--- src/rtl/shift_right_sequencer.sv ---
// Multi-cycle right shifter: one bit per clock, logical or arithmetic,
// with valid/ready handshakes on operand and result.
module shift_right_sequencer #(
   parameter int WIDTH     = 16,
   parameter int OUT_WIDTH = 32,
   parameter int CNT_W     = 5
) (
   input  logic                 clk,
   input  logic                 reset,
   input  logic                 clear,
   input  logic                 in_valid,
   output logic                 in_ready,
   input  logic [WIDTH-1:0]     in,
   input  logic [CNT_W-1:0]     shamt,
   input  logic                 arith,
   output logic                 out_valid,
   input  logic                 out_ready,
   output logic [OUT_WIDTH-1:0] out,
   output logic                 busy
);

   typedef enum logic [1:0] {
      IDLE  = 2'd0,
      SHIFT = 2'd1,
      DONE  = 2'd2
   } state_t;

   localparam logic [CNT_W-1:0] MAXSH = CNT_W'(WIDTH);

   state_t               state, state_n;
   logic [WIDTH-1:0]     data, data_n;
   logic [CNT_W-1:0]     rem, rem_n;
   logic                 mode, mode_n;
   logic [OUT_WIDTH-1:0] out_n;
   logic                 ov_n;
   logic [CNT_W-1:0]     eff;
   logic                 fill;
   logic [WIDTH-1:0]     sh;
   logic [OUT_WIDTH-1:0] ext_in, ext_sh;

   assign in_ready = (state == IDLE) & ~clear & ~reset;
   assign eff      = (shamt >= MAXSH) ? MAXSH : shamt;
   assign fill     = mode & data[WIDTH-1];
   assign sh       = {fill, data[WIDTH-1:1]};

   // Pad by filling everything first, then overlaying the operand bits;
   // this also stays legal when OUT_WIDTH equals WIDTH.
   always_comb begin
      ext_in              = {OUT_WIDTH{arith & in[WIDTH-1]}};
      ext_in[WIDTH-1:0]   = in;
      ext_sh              = {OUT_WIDTH{fill}};
      ext_sh[WIDTH-1:0]   = sh;
   end

   always_comb begin
      state_n = state;
      data_n  = data;
      rem_n   = rem;
      mode_n  = mode;
      out_n   = out;
      ov_n    = out_valid;
      if (clear) begin
         state_n = IDLE;
         data_n  = '0;
         rem_n   = '0;
         out_n   = '0;
         ov_n    = 1'b0;
      end else begin
         unique case (state)
            IDLE: begin
               if (in_valid) begin
                  data_n = in;
                  mode_n = arith;
                  rem_n  = eff;
                  if (eff == '0) begin
                     state_n = DONE;
                     out_n   = ext_in;
                     ov_n    = 1'b1;
                  end else begin
                     state_n = SHIFT;
                  end
               end
            end
            SHIFT: begin
               data_n = sh;
               rem_n  = rem - 1'b1;
               if (rem == CNT_W'(1)) begin
                  state_n = DONE;
                  out_n   = ext_sh;
                  ov_n    = 1'b1;
               end
            end
            DONE: begin
               if (out_ready) begin
                  state_n = IDLE;
                  ov_n    = 1'b0;
               end
            end
            default: state_n = IDLE;
         endcase
      end
   end

   always_ff @(posedge clk or posedge reset) begin
      if (reset) begin
         state     <= IDLE;
         data      <= '0;
         rem       <= '0;
         mode      <= 1'b0;
         out       <= '0;
         out_valid <= 1'b0;
         busy      <= 1'b0;
      end else begin
         state     <= state_n;
         data      <= data_n;
         rem       <= rem_n;
         mode      <= mode_n;
         out       <= out_n;
         out_valid <= ov_n;
         busy      <= (state_n != IDLE);
      end
   end

endmodule

--- config.mk ---
export PLATFORM = sky130hd
export DESIGN_NAME = shift_right_sequencer
export DESIGN_NICKNAME = d
export VERILOG_FILES = /design/src/rtl/shift_right_sequencer.sv
export SDC_FILE = /design/constraint.sdc
export NUM_CORES = 1
export LEC_CHECK = 0
export CAP_MARGIN = 30
export CORE_MARGIN = 4
export CORE_UTILIZATION = 44
export DETAILED_ROUTE_END_ITERATION = 10
export PLACE_DENSITY = 0.79
export SLEW_MARGIN = 10
export SYNTH_ARGS = -nofsm -noshare
export SYNTH_HDL_FRONTEND = slang
export SYNTH_SLANG_ARGS = --single-unit
--- constraint.sdc ---
create_clock -name clk -period 1.7 [get_ports clk]
set_input_delay 0.255 -clock clk [delete_from_list [all_inputs] [get_ports clk]]
set_output_delay 0.255 -clock clk [all_outputs]
set_load 0.01 [all_outputs]
# [Word level (Yosys, flattened, before mapping)]
# Cells that the tools add are included.
[classes] n_bitwise=6 n_reduce_logical=9 add_sub_neg=1 n_eq_ne=7 muxes=24 magnitude_cmp=1
[op_table] cell="$mux 32" count=4
[op_table] cell="$pmux 32 s2" count=1
[op_table] cell="$mux 16" count=2
[op_table] cell="$pmux 16 s2" count=1
[op_table] cell="$mux 5" count=3
[op_table] cell="$mux 2" count=5
[op_table] cell="$pmux 5 s2" count=1
[op_table] cell="$ne 3x3->1 const B" count=3
[op_table] cell="$pmux 2 s3" count=1
[op_table] cell="$eq 5x1->1 const B" count=1
[op_table] cell="$ge 5x5->1 const B" count=1
[op_table] cell="$logic_not 5->1" count=1
[op_table] cell="$mux 1" count=5
[op_table] cell="$reduce_and 5->1" count=1
[op_table] cell="$sub 5x1->5 const B" count=1
[op_table] cell="$and 1x1->1" count=4
[op_table] cell="$reduce_and 4->1" count=1
[op_table] cell="$reduce_bool 4->1" count=1
[op_table] cell="$ne 3x2->1 const B" count=1
[op_table] cell="$pmux 1 s3" count=1
[op_table] cell="$reduce_and 3->1" count=1
[op_table] cell="$reduce_bool 3->1" count=1
[op_table] cell="$eq 2x1->1 const B" count=1
[op_table] cell="$eq 2x2->1 const B" count=1
[op_table] cell="4 further kinds" count=5
[word_totals] input_bits=27 output_inout_bits=35 regBits=58

# [Logic depth before layout (Yosys ltp)]
# Gate-level depths: netlist of the first run.
[logic_depth] word_depth=8 depth_mapped=8

# [Least setup slack after synthesis of the first run]
# OpenSTA, ideal clock, no wires.
[synth_timing] path_type="reg-to-reg" from="reg rem[1]" to="reg out[15]" slack_ns=-0.039 t_arrival_ns=1.617 setup_ns=0.123 synth_period_minus_slack_ns=1.739 stages_incl_launch_ff=8 path_buffers=1 required_ns=1.577 path_cell_list="dfrtp_1 > inv_1 > ha_1 > or4b_4 > a21oi_2 > a21oi_2 > buf_6 > o2bb2ai_2"
[synth_between] elab_chain_len=3
[synth_lines] element="start, declared" line="32" source="logic [CNT_W-1:0] rem, rem_n;"
[synth_lines] element="start signal, assigned" line="116" source="rem <= rem_n;"
[synth_lines] element="$eq 5x1->1" line="87" source="if (rem == CNT_W'(1)) begin"
[synth_lines] element="$ne 3x3->1 (no source line)"
[synth_lines] element="$reduce_and 4->1 (no source line)"
[synth_lines] element="end signal, assigned" line="118" source="out <= out_n;"
[synth_lines] element="end, declared" line="18" source="output logic [OUT_WIDTH-1:0] out,"
# No other way between the ends.
# A chain may end at the register's enable or synchronous reset.

# [Worst setup path after layout of the first run]
[layout_timing] from="reg rem[1]" to="reg out[1]"
# Same word-level chain as after synthesis.

==> results of run 1 <==
==> cell usage in the layout (no fill, tap or decap), types with 2 or more instances in the layout <==
cell / Yosys / final
clkdlybuf4s50_1: 0 / 60
dfrtp_1: 42 / 41
buf_4: 15 / 35
nor2_1: 25 / 25
mux2i_1: 15 / 14
a211oi_1: 17 / 14
o2bb2ai_2: 10 / 13
a21oi_1: 5 / 5
clkbuf_8: 3 / 5
nor3_1: 4 / 4
nor2b_1: 4 / 4
buf_12: 0 / 4
nand2b_1: 3 / 3
a21oi_4: 1 / 3
nand2_1: 4 / 3
o2bb2ai_4: 0 / 3
o21ai_0: 3 / 3
inv_2: 0 / 3
inv_1: 7 / 3
nand3_1: 3 / 3
a211oi_2: 0 / 3
ha_1: 6 / 3
ha_4: 0 / 3
buf_6: 3 / 3
a21o_1: 2 / 2
nor3b_2: 0 / 2
clkinvlp_4: 0 / 2
clkbuf_16: 0 / 2
==> power groups by stage <==
stage	clock, W	combinational, W	sequential (W)
2_1_floorplan	0	0.000386	0.00114
3_3_place_gp	0	0.000674	0.00114
3_5_place_dp	0	0.000689	0.00114
4_1_cts	0.000631	0.000706	0.00112
5_1_grt	0.000679	0.000852	0.00113
6_report	0.000631	0.000788	0.00112
==> per-layer routing <==
layer / part of all wire / vias up / wire, um / GRT usage
li1: - / 933 / - / -
met1: 0.44 / 958 / 2640 / 0.234
met2: 0.50 / 54 / 2990 / 0.304
met3: 0.050 / 5 / 299 / 0.0410
met4: 0.0082 / 0 / 49 / 0.0456
met5: 0 / - / 0 / 0
==> area by class of cell <==
type,count,area share
tap,70,0.0249
sequential,42,0.299
clock buffer,5,0.0196
inverter,7,0.00819
clock inverter,2,0.00427
multi-input combinational,136,0.348
timing repair buffer,106,0.296
==> cells by family after synthesis <==
group	count (synthesis)	share of synthesized area
AOI/OAI and AO/OA	60	0.229
and+or+nand+nor	53	0.115
buffers and inverters	35	0.104
adders and majority gates	6	0.0319
DFF	42	0.447
muxes	17	0.0734
==> through the flow <==
step	total power, W	cells	utilization
after floorplan	0.00153	213	-
after global placement	0.00181	355	0.621
after detailed placement	0.00183	355	0.621
after CTS	0.00246	362	0.646
after global routing	0.00266	368	0.684
final	0.00254	368	0.684
==> what timing repair did <==
| item | CTS | global route |
|---|---|---|
| gates resized for setup | 15 | 22 |
| pin swaps | 1 | 4 |
| setup endpoints to repair | 44 | 46 |
| buffers inserted | 0 | 4 |
| cloned | 0 | 2 |
==> how the worst max path moves through the flow <==
stage                end  slack (ps)  depth (start not counted)
3_5_place_dp   out_valid        -340                          5
4_1_cts           out[7]        -130                          7
2_1_floorplan    out[15]          -9                          7
6_report          out[1]        -120                          7
3_3_place_gp   out_valid        -300                          5
5_1_grt           out[1]        -160                          7
==> worst reg2reg max path: stages (launching register included) <==
cell       delay [ps]
dfrtp_1           400
inv_2              80
ha_4              120
or4b_4            510
a21oi_4           200
a21oi_4           110
clkbuf_16         180
o2bb2ai_2         110
==> flip-flops by register name, indices dropped and copies added (netlist names) <==
register	flops
data	15
out_valid	1
busy	1
rem	5
out	17
state	2
mode	1
==> reports/results.ini, run 1 <==
[critical_path]
worstReg2RegStart = rem[1]
startpoint = rem[1]
crit_top_cell = a21oi_4
reg2reg_depth = 7
arrival_ps = 2010
max_stage_delay_ps = 510
critPathRequiredTime_ps = 1890
critical_path_buf_inv_count = 2
end_kind = register
path_max_fanout = 6
crit_path_start_kind = register
r2r_slack_ps = -120
r2r_end = out[1]
slowest_stage = or4b_4
cpLargestDelayFamily = simple AND/OR/NAND/NOR gates
crit_type = register to register
crit_chain = inv_2 > ha_4 > or4b_4 > a21oi_4 > a21oi_4 > clkbuf_16 > o2bb2ai_2

[floorplan]
core_area_sq_um = 5140
start_util = 0.458
io_pins = 62
die_x_um = 81.1
fp.dieH_um = 81.1
fp.dieArea_sq_um = 6580
num_rows = 26

[power]
power.density_nw_per_um2 = 723
switching_share = 0.306
peakVddDrop_mv = 0.531
intPower_w = 0.00176
leakage_nw = 1.47
comb_power_share = 0.310
p_switching_w = 0.000776
clkPwrFrac = 0.248
seq_power_share = 0.441

[timing]
fin_tns_setup_ps = -1790
layout_setup_ws_ps = -122
hold_violations = 0
fin_hold_ws_ps = 377
fmax_mhz = 549
rsz0062_at_grt = true
final_max_slew_viol_count = 0
fin_crit_ps = 1820
slew_headroom = 0.760
worst_pin_slew_ps = 350
setup_viol = 17
clock-skew-final_ps = 8.72
period_share = 1.07

[global_routing]
grt_max_degree = 43
track_usage = 0.180
antenna_found_initial = 0
grt_pass1_wl_um = 9150
grt-ovfl-total = 0
grt_pass1_vias = 1919

[routing]
drc = 0
wirelength_um = 5990
drt_iter0_drc = 83
avgViaCountPerCell = 5.30
num_vias = 1950
ant_nets = 0
dr.pass1.iters = 4
wire_per_inst_um = 16.3

[synthesis]
yosys_register_bits = 42
yosys.area.top_type_share = 0.447
syn_nets = 246
ys.flop_type = dfrtp_1
yosys-top-cells-count = 42 x dfrtp_1, 25 x nor2_1, 17 x a211oi_1
synthesis.yosys.warnings = 0
ys_types = 47
yosysMostFrequentCell = dfrtp_1
synth_area_sq_um = 2350
synth_area_leader_cell = dfrtp_1
synth.avg_cell_area_sq_um = 11.0
syn_inst = 213
ys_seq_area_frac = 0.447
synth_edf_count = 0
ys_top_cells_by_area = dfrtp_1 45%, mux2i_1 6.4%, o2bb2ai_2 6.4%
synth-async-reset-ratio = 1.00

[cts]
clockBufferDepth = 2
numCtsBuffers = 5
clock_sinks = 42
root_buffer = clkbuf_8
clkLatencyLatePin_ps = 300
htree_num_levels = 2
holdBufCountCts = 0
cts_tree = yes
clkTransAtPathRegs_ps = 80

[placement]
place.gp.congestion = 0.808
place_area_sq_um = 3190
io_buffers = 61
dpl_worst_slack_ps = -340
place_hpwl_um = 4080

[finish]
multiInputGateArea_sq_um = 1220
n_fill_cell = 396
drive_gt1_frac = 0.315
diodes = 0
final_area_sq_um = 3510
regArea_sq_um = 1050
nets = 331
syn2layout_area_growth_pct = 49.3

[run]
cap_violations = 0

[outcome]
outcome = complete, but fails checks
violations = setup timing

[min_path]
min_path_type = primary input to asynchronous set/reset pin

No activity file was read; power rests on OpenSTA's default activity.
==> inputs of run 2 (changes only) <==
CORE_UTILIZATION = 45   (was 44)
CTS_BUF_LIST = sky130_fd_sc_hd__clkbuf_2   (was default)
PLACE_DENSITY = 0.81   (was 0.79)
==> reports/results.ini, run 2 (synthesized netlist as in run 1, its figures left out) <==
[outcome]
outcome = complete, but fails checks
violations = setup timing

[cts]
clockBufferDepth = 2  ; unchanged
root_buffer = clkbuf_2
cts_tree = yes
htree_num_levels = 2  ; unchanged
holdBufCountCts = 0  ; unchanged
clock_sinks = 42  ; unchanged
clkTransAtPathRegs_ps = 230  ; +150 ps
clkLatencyLatePin_ps = 440  ; +140 ps
numCtsBuffers = 5  ; unchanged

[timing]
fin_crit_ps = 1860  ; +36.1 ps
fin_tns_setup_ps = -2280  ; -490 ps
worst_pin_slew_ps = 387  ; +37.7 ps
final_max_slew_viol_count = 0  ; unchanged
layout_setup_ws_ps = -158  ; -36.1 ps
clock-skew-final_ps = 34.1  ; +25.4 ps
slew_headroom = 0.741  ; -0.0187
hold_violations = 0  ; unchanged
rsz0062_at_grt = true
fmax_mhz = 538  ; -1.9%
setup_viol = 18  ; +1
period_share = 1.09  ; +0.0212

[power]
switching_share = 0.312  ; +0.00678
peakVddDrop_mv = 0.502  ; -5.5%
leakage_nw = 1.66  ; +13%
intPower_w = 0.00174  ; -1.2%
comb_power_share = 0.332  ; +0.022
clkPwrFrac = 0.225  ; -0.023
seq_power_share = 0.444  ; +0.003
p_switching_w = 0.000792  ; +2.0%
power.density_nw_per_um2 = 705  ; -2.4%

[routing]
avgViaCountPerCell = 5.33  ; +0.67%
num_vias = 2011  ; +3.1%
dr.pass1.iters = 4  ; unchanged
ant_nets = 0  ; unchanged
wirelength_um = 6450  ; +7.7%
wire_per_inst_um = 17.1  ; +5.2%
drc = 0  ; unchanged
drt_iter0_drc = 84  ; +1.2%

[global_routing]
grt_pass1_wl_um = 9750  ; +6.6%
antenna_found_initial = 0  ; unchanged
grt_pass1_vias = 2030  ; +5.8%
grt_max_degree = 36  ; -16%
track_usage = 0.197  ; +0.0167
grt-ovfl-total = 0  ; unchanged

[critical_path]
critPathRequiredTime_ps = 2030  ; +140 ps
slowest_stage = or4b_4
r2r_slack_ps = -160  ; -40 ps
max_stage_delay_ps = 510  ; about the same
critical_path_buf_inv_count = 2  ; unchanged
cpLargestDelayFamily = simple AND/OR/NAND/NOR gates
reg2reg_depth = 7  ; unchanged
crit_type = register to register
path_max_fanout = 5  ; -1
startpoint = rem[1]
crit_top_cell = a21oi_4
end_kind = register
r2r_end = out[2]
crit_chain = inv_2 > ha_4 > or4b_4 > a21oi_4 > a21oi_4 > clkbuf_16 > o2bb2ai_2
worstReg2RegStart = rem[1]
crit_path_start_kind = register
arrival_ps = 2190  ; +180 ps

[finish]
final_cells = 377  ; +2.4%
top_register = out
regArea_sq_um = 1050  ; unchanged
n_fill_cell = 365  ; -7.8%
reg_top3 = out (17), data (15), rem (5)
drive_gt1_frac = 0.384  ; +0.0689
nets = 340  ; +2.7%
final_cell_mix = 43 x buf_4, 41 x dfrtp_1, 41 x clkdlybuf4s50_1, 23 x nor2_1, 16 x dlygate4sd2_1
mostFrequentLayoutCell = buf_4
diodes = 0  ; unchanged
syn2layout_area_growth_pct = 52.7
largest_register_ffs = 17  ; unchanged
multiInputGateArea_sq_um = 1270  ; +4.0%
utilization = 0.708  ; +0.0245

[floorplan]
num_rows = 26  ; unchanged
fp.dieArea_sq_um = 6450  ; -2.0%
die_x_um = 80.3  ; -1.0%
io_pins = 62  ; unchanged
start_util = 0.464  ; +0.00587
fp.dieH_um = 80.3  ; -1.0%
core_area_sq_um = 5070  ; -1.3%

[min_path]
min_path_type = primary input to asynchronous set/reset pin

[placement]
place_hpwl_um = 4050  ; -0.80%
io_buffers = 61  ; unchanged
place.gp.congestion = 0.849  ; +5.1%
dpl_worst_slack_ps = -339  ; +1.11 ps
placed_cells = 353  ; -0.56%

[run]
cap_violations = 0  ; unchanged

run 2: cell types whose count changed in the layout (fill, tap and decap cells not counted), moves of 3 or more:
cell	previous run	this run
clkdlybuf4s50_1	60	41
mux2i_1	14	11
dlymetal6s2s_1	0	3
mux2i_2	1	4
a211oi_2	3	9
buf_4	35	43
dlygate4sd2_1	0	16
a211oi_1	14	8
clkbuf_2	0	5
clkbuf_8	5	0
run 2: final cells by class:
| type | count | share of cell area |
|---|---|---|
| multi-input cells | 136 | 0.354 |
| well taps | 70 | 0.0244 |
| repair buffers | 115 | 0.306 |
| flip-flops and latches | 42 | 0.293 |
| clock buffers | 5 | 0.00696 |
| clock inverters | 2 | 0.00940 |
| inverters | 7 | 0.00731 |
run 2: power groups by stage:
stage,clock [W],sequential [W],combinational [W]
floorplan,0,0.00114,0.000386
global route,0.000626,0.00113,0.000903
finish,0.000569,0.00112,0.000841
CTS,0.000565,0.00112,0.000776
detailed placement,0,0.00114,0.000685
global placement,0,0.00113,0.000670
run 2: repair_timing:
| action | in CTS | in global routing |
|---|---|---|
| cloned | 2 | 0 |
| gates resized for setup | 44 | 30 |
| setup buffers | 7 | 8 |
| pin swaps | 4 | 8 |
| endpoints found under the setup margin | 55 | 46 |
run 2: worst max path at each step:
stage                      to  cells past startpoint
floorplan             out[15]                      7
global placement    out_valid                      5
detailed placement     out[4]                      6
CTS                  in_ready                      4
global route          out[14]                      7
finish                 out[2]                      7
run 2: through the flow:
stage	hold WS (ps)	total power, W	instance area [sq um]
2_1_floorplan	402	0.00153	2370
3_3_place_gp	477	0.00180	3180
3_5_place_dp	481	0.00182	3180
4_1_cts	124	0.00246	3420
5_1_grt	131	0.00266	3590
6_report	104	0.00254	3590
run 2: routing by layer:
layer,GRT usage,routed length [um],up-vias
met5,0,0,-
met1,0.258,2780,999
met2,0.330,3310,55
met4,0.0557,99,0
li1,-,-,948
met3,0.0392,264,9
run 2: worst register-to-register path: cells and delay by family, from the launching register on:
kind,cells,cell delay [ps]
buf+inv,2,270
flops,1,460
simple gates,1,510
fa+ha+maj,1,130
compound gates,3,390
==> RTL edit (config.mk and constraints of run 1) <==
Re-encode `state_t` (3 states) as one-hot, 3 bits wide.
--- a/src/rtl/shift_right_sequencer.sv
+++ b/src/rtl/shift_right_sequencer.sv
@@ -19,10 +19,10 @@
    output logic                 busy
 );
 
-   typedef enum logic [1:0] {
-      IDLE  = 2'd0,
-      SHIFT = 2'd1,
-      DONE  = 2'd2
+   typedef enum logic [2:0] {
+      IDLE  = 3'b001,
+      SHIFT = 3'b010,
+      DONE  = 3'b100
    } state_t;
 
    localparam logic [CNT_W-1:0] MAXSH = CNT_W'(WIDTH);
Function: same outputs for any inputs over 10 cycles, from zero or initial values and one cycle with reset high; not proved beyond that.
==> RTL edit against run 1 <==
  * The flow still finishes with violations (negative setup slack)
  * Routed wire length increased by 5.6%
  * Worst hold slack got worse by 0.032 ns
  * Total power decreased by 2.8%
  * First-iteration DRC count increased by 98%
  * Critical path depth decreased by 1
  * Design area decreased by 2.3%
  * Area after synthesis increased by 3.9%
  * Clock skew about the same
  * Worst setup slack improved by 0.062 ns
  * Clock power increased by 31%
  * Sequential cell count increased by 1
  * Critical path type is now in -> reg
==> RTL edit: results (changes against run 1) <==
metric,value,unit,change
status,"finished, violations left",,
violations,negative setup slack,,
vias,2202,,+13%
globalRouteTotalUtil,18.4,%,+0.34 points
async_reset_ff_share,100,%,unchanged
place_inst,383,,+7.9%
diodes,0,,unchanged
synth_xor_area_share,0,%,unchanged
yosys-top-cells-count,"61 x nand2_1, 42 x dfrtp_1, 22 x nor2_1",,
comb_power_share,20.8,%,-10 points
cts_setup_buffers,2,,+2
drt_first_iter_violations,164,,+98%
post-place-ws,-0.411,ns,-0.0710 ns
cts_made_buffers,5,,unchanged
dpl_cell_area,3150,um^2,-1.3%
synth_seq_area_share,44.0,%,-0.62 points
cts_max_level,2,,unchanged
syn-num-nets,292,,+19%
fin_nets,358,,+8.2%
drive_gt1_share,22.7,%,-8.8 points
pg_seq,1130,uW,
skew,0.00872,ns,+0.00000108 ns
grt_pass1_wl,9560,um,+4.4%
synth_top_family_by_area,simple AND/OR/NAND/NOR gates,,
largestRegisters,"out: 17 flops, data: 15 flops, rem: 5 flops",,
gp_congestion,0.850,,+5.2%
clkTransAtPathRegs,0.09,ns,
fin_ws,-0.0602,ns,+0.0618 ns
p_leak,0.00155,uW,+5.3%
yosys.area_share.adder,1.02,%,-2.2 points
ir_drop,0.479,mV,-9.9%
hpwl,4140,um,+1.2%
clock_path_buffers,2,,unchanged
post_cts_resized,11,,-4
worstPathArrival,1.98,ns,-0.03 ns
antenna_found_initial,0,,unchanged
crit_fanout,6,,unchanged
setup_violations,17,,unchanged
wl_per_cell,15.8,um,-2.9%
drt-pass1-iter-count,4,,unchanged
stdcell_count,400,,+8.7%
synthTopCellsByArea,"dfrtp_1 43%, nand2_1 9.4%, a311oi_1 7.5%",,
muxShareOfSynthArea,2.20,%,-5.1 points
slew_headroom,76.4,%,+0.38 points
grt_max_degree,46,,+7.0%
p_sw_share,27.5,%,-3.1 points
insertion_delay,0.31,ns,
synth.distinct_cells,39,,-17%
clock-root-buffer,clkbuf_8,,
synth-compound-area-share,18.8,%,-4.1 points
yosysWarnings,0,,unchanged
grt_pass1_vias,1983,,+3.3%
fill_cells,417,,+5.3%
portBuffers,61,,unchanged
worstHoldPathType,in -> async,,
avgSynthCellArea,9.30,um^2,-16%
RTL edit: changes by cell type after synthesis, sizes merged, moves of 6 or more:
cell / change
nor3: +14
a211oi: -14
clkbuf: +6
o2bb2ai: -16
nand2: +56
a311oi: +31
mux2i: -13
RTL edit: path summary, 6_finish.rpt:
kind / startpoint / end / slack (ns) / cells past startpoint
setup / recovery: shamt[1] / out[10]$_DFFE_PP0P_ / -0.06 / 6
min in group clk: clear / busy$_DFF_PP0_ / 0.37 / 3
max in group asynchronous: reset / state[0]$_DFF_PP1_ / 1.10 / 3
setup reg to reg: rem[1]$_DFFE_PP0P_ / out[4]$_DFFE_PP0P_ / -0.06 / 7
hold reg to reg: mode$_DFFE_PP0P_ / mode$_DFFE_PP0P_ / 0.52 / 1
hold / removal: reset / busy$_DFF_PP0_ / 0.34 / 3
RTL edit: metrics by stage:
| stage | TNS [ns] | total power (uW) |
|---|---|---|
| after floorplan | -0.903 | 1410 |
| after global placement | -7.20 | 1610 |
| after detailed placement | -8.22 | 1630 |
| after CTS | -0.596 | 2460 |
| after global routing | -2.38 | 2570 |
| final | -0.773 | 2470 |
RTL edit: layer usage:
metal  track usage [%]  wire length [um]  part of all wire, %
met5                 0                 0                    0
met2              30.5              3170                   50
met1              23.9              2650                   42
met4              6.54                90                  1.4
met3              3.47               406                  6.4
RTL edit: area by class of cell:
type	count	area, um^2	share of cell area, %
Clock buffer	5	68.8	2.00
Inverter	7	26.3	0.765
Timing Repair Buffer	95	956	27.8
Clock inverter	3	43.8	1.28
Tap cell	70	87.6	2.55
Sequential cell	43	1080	31.5
Multi-Input combinational cell	177	1170	34.1
RTL edit: critical path: stages:
cell and delay (ns):
clkdlybuf4s50_1 0.43, or4_4 0.57, nor3_4 0.22, buf_4 0.21, nor3_4 0.05, a311oi_2 0.24
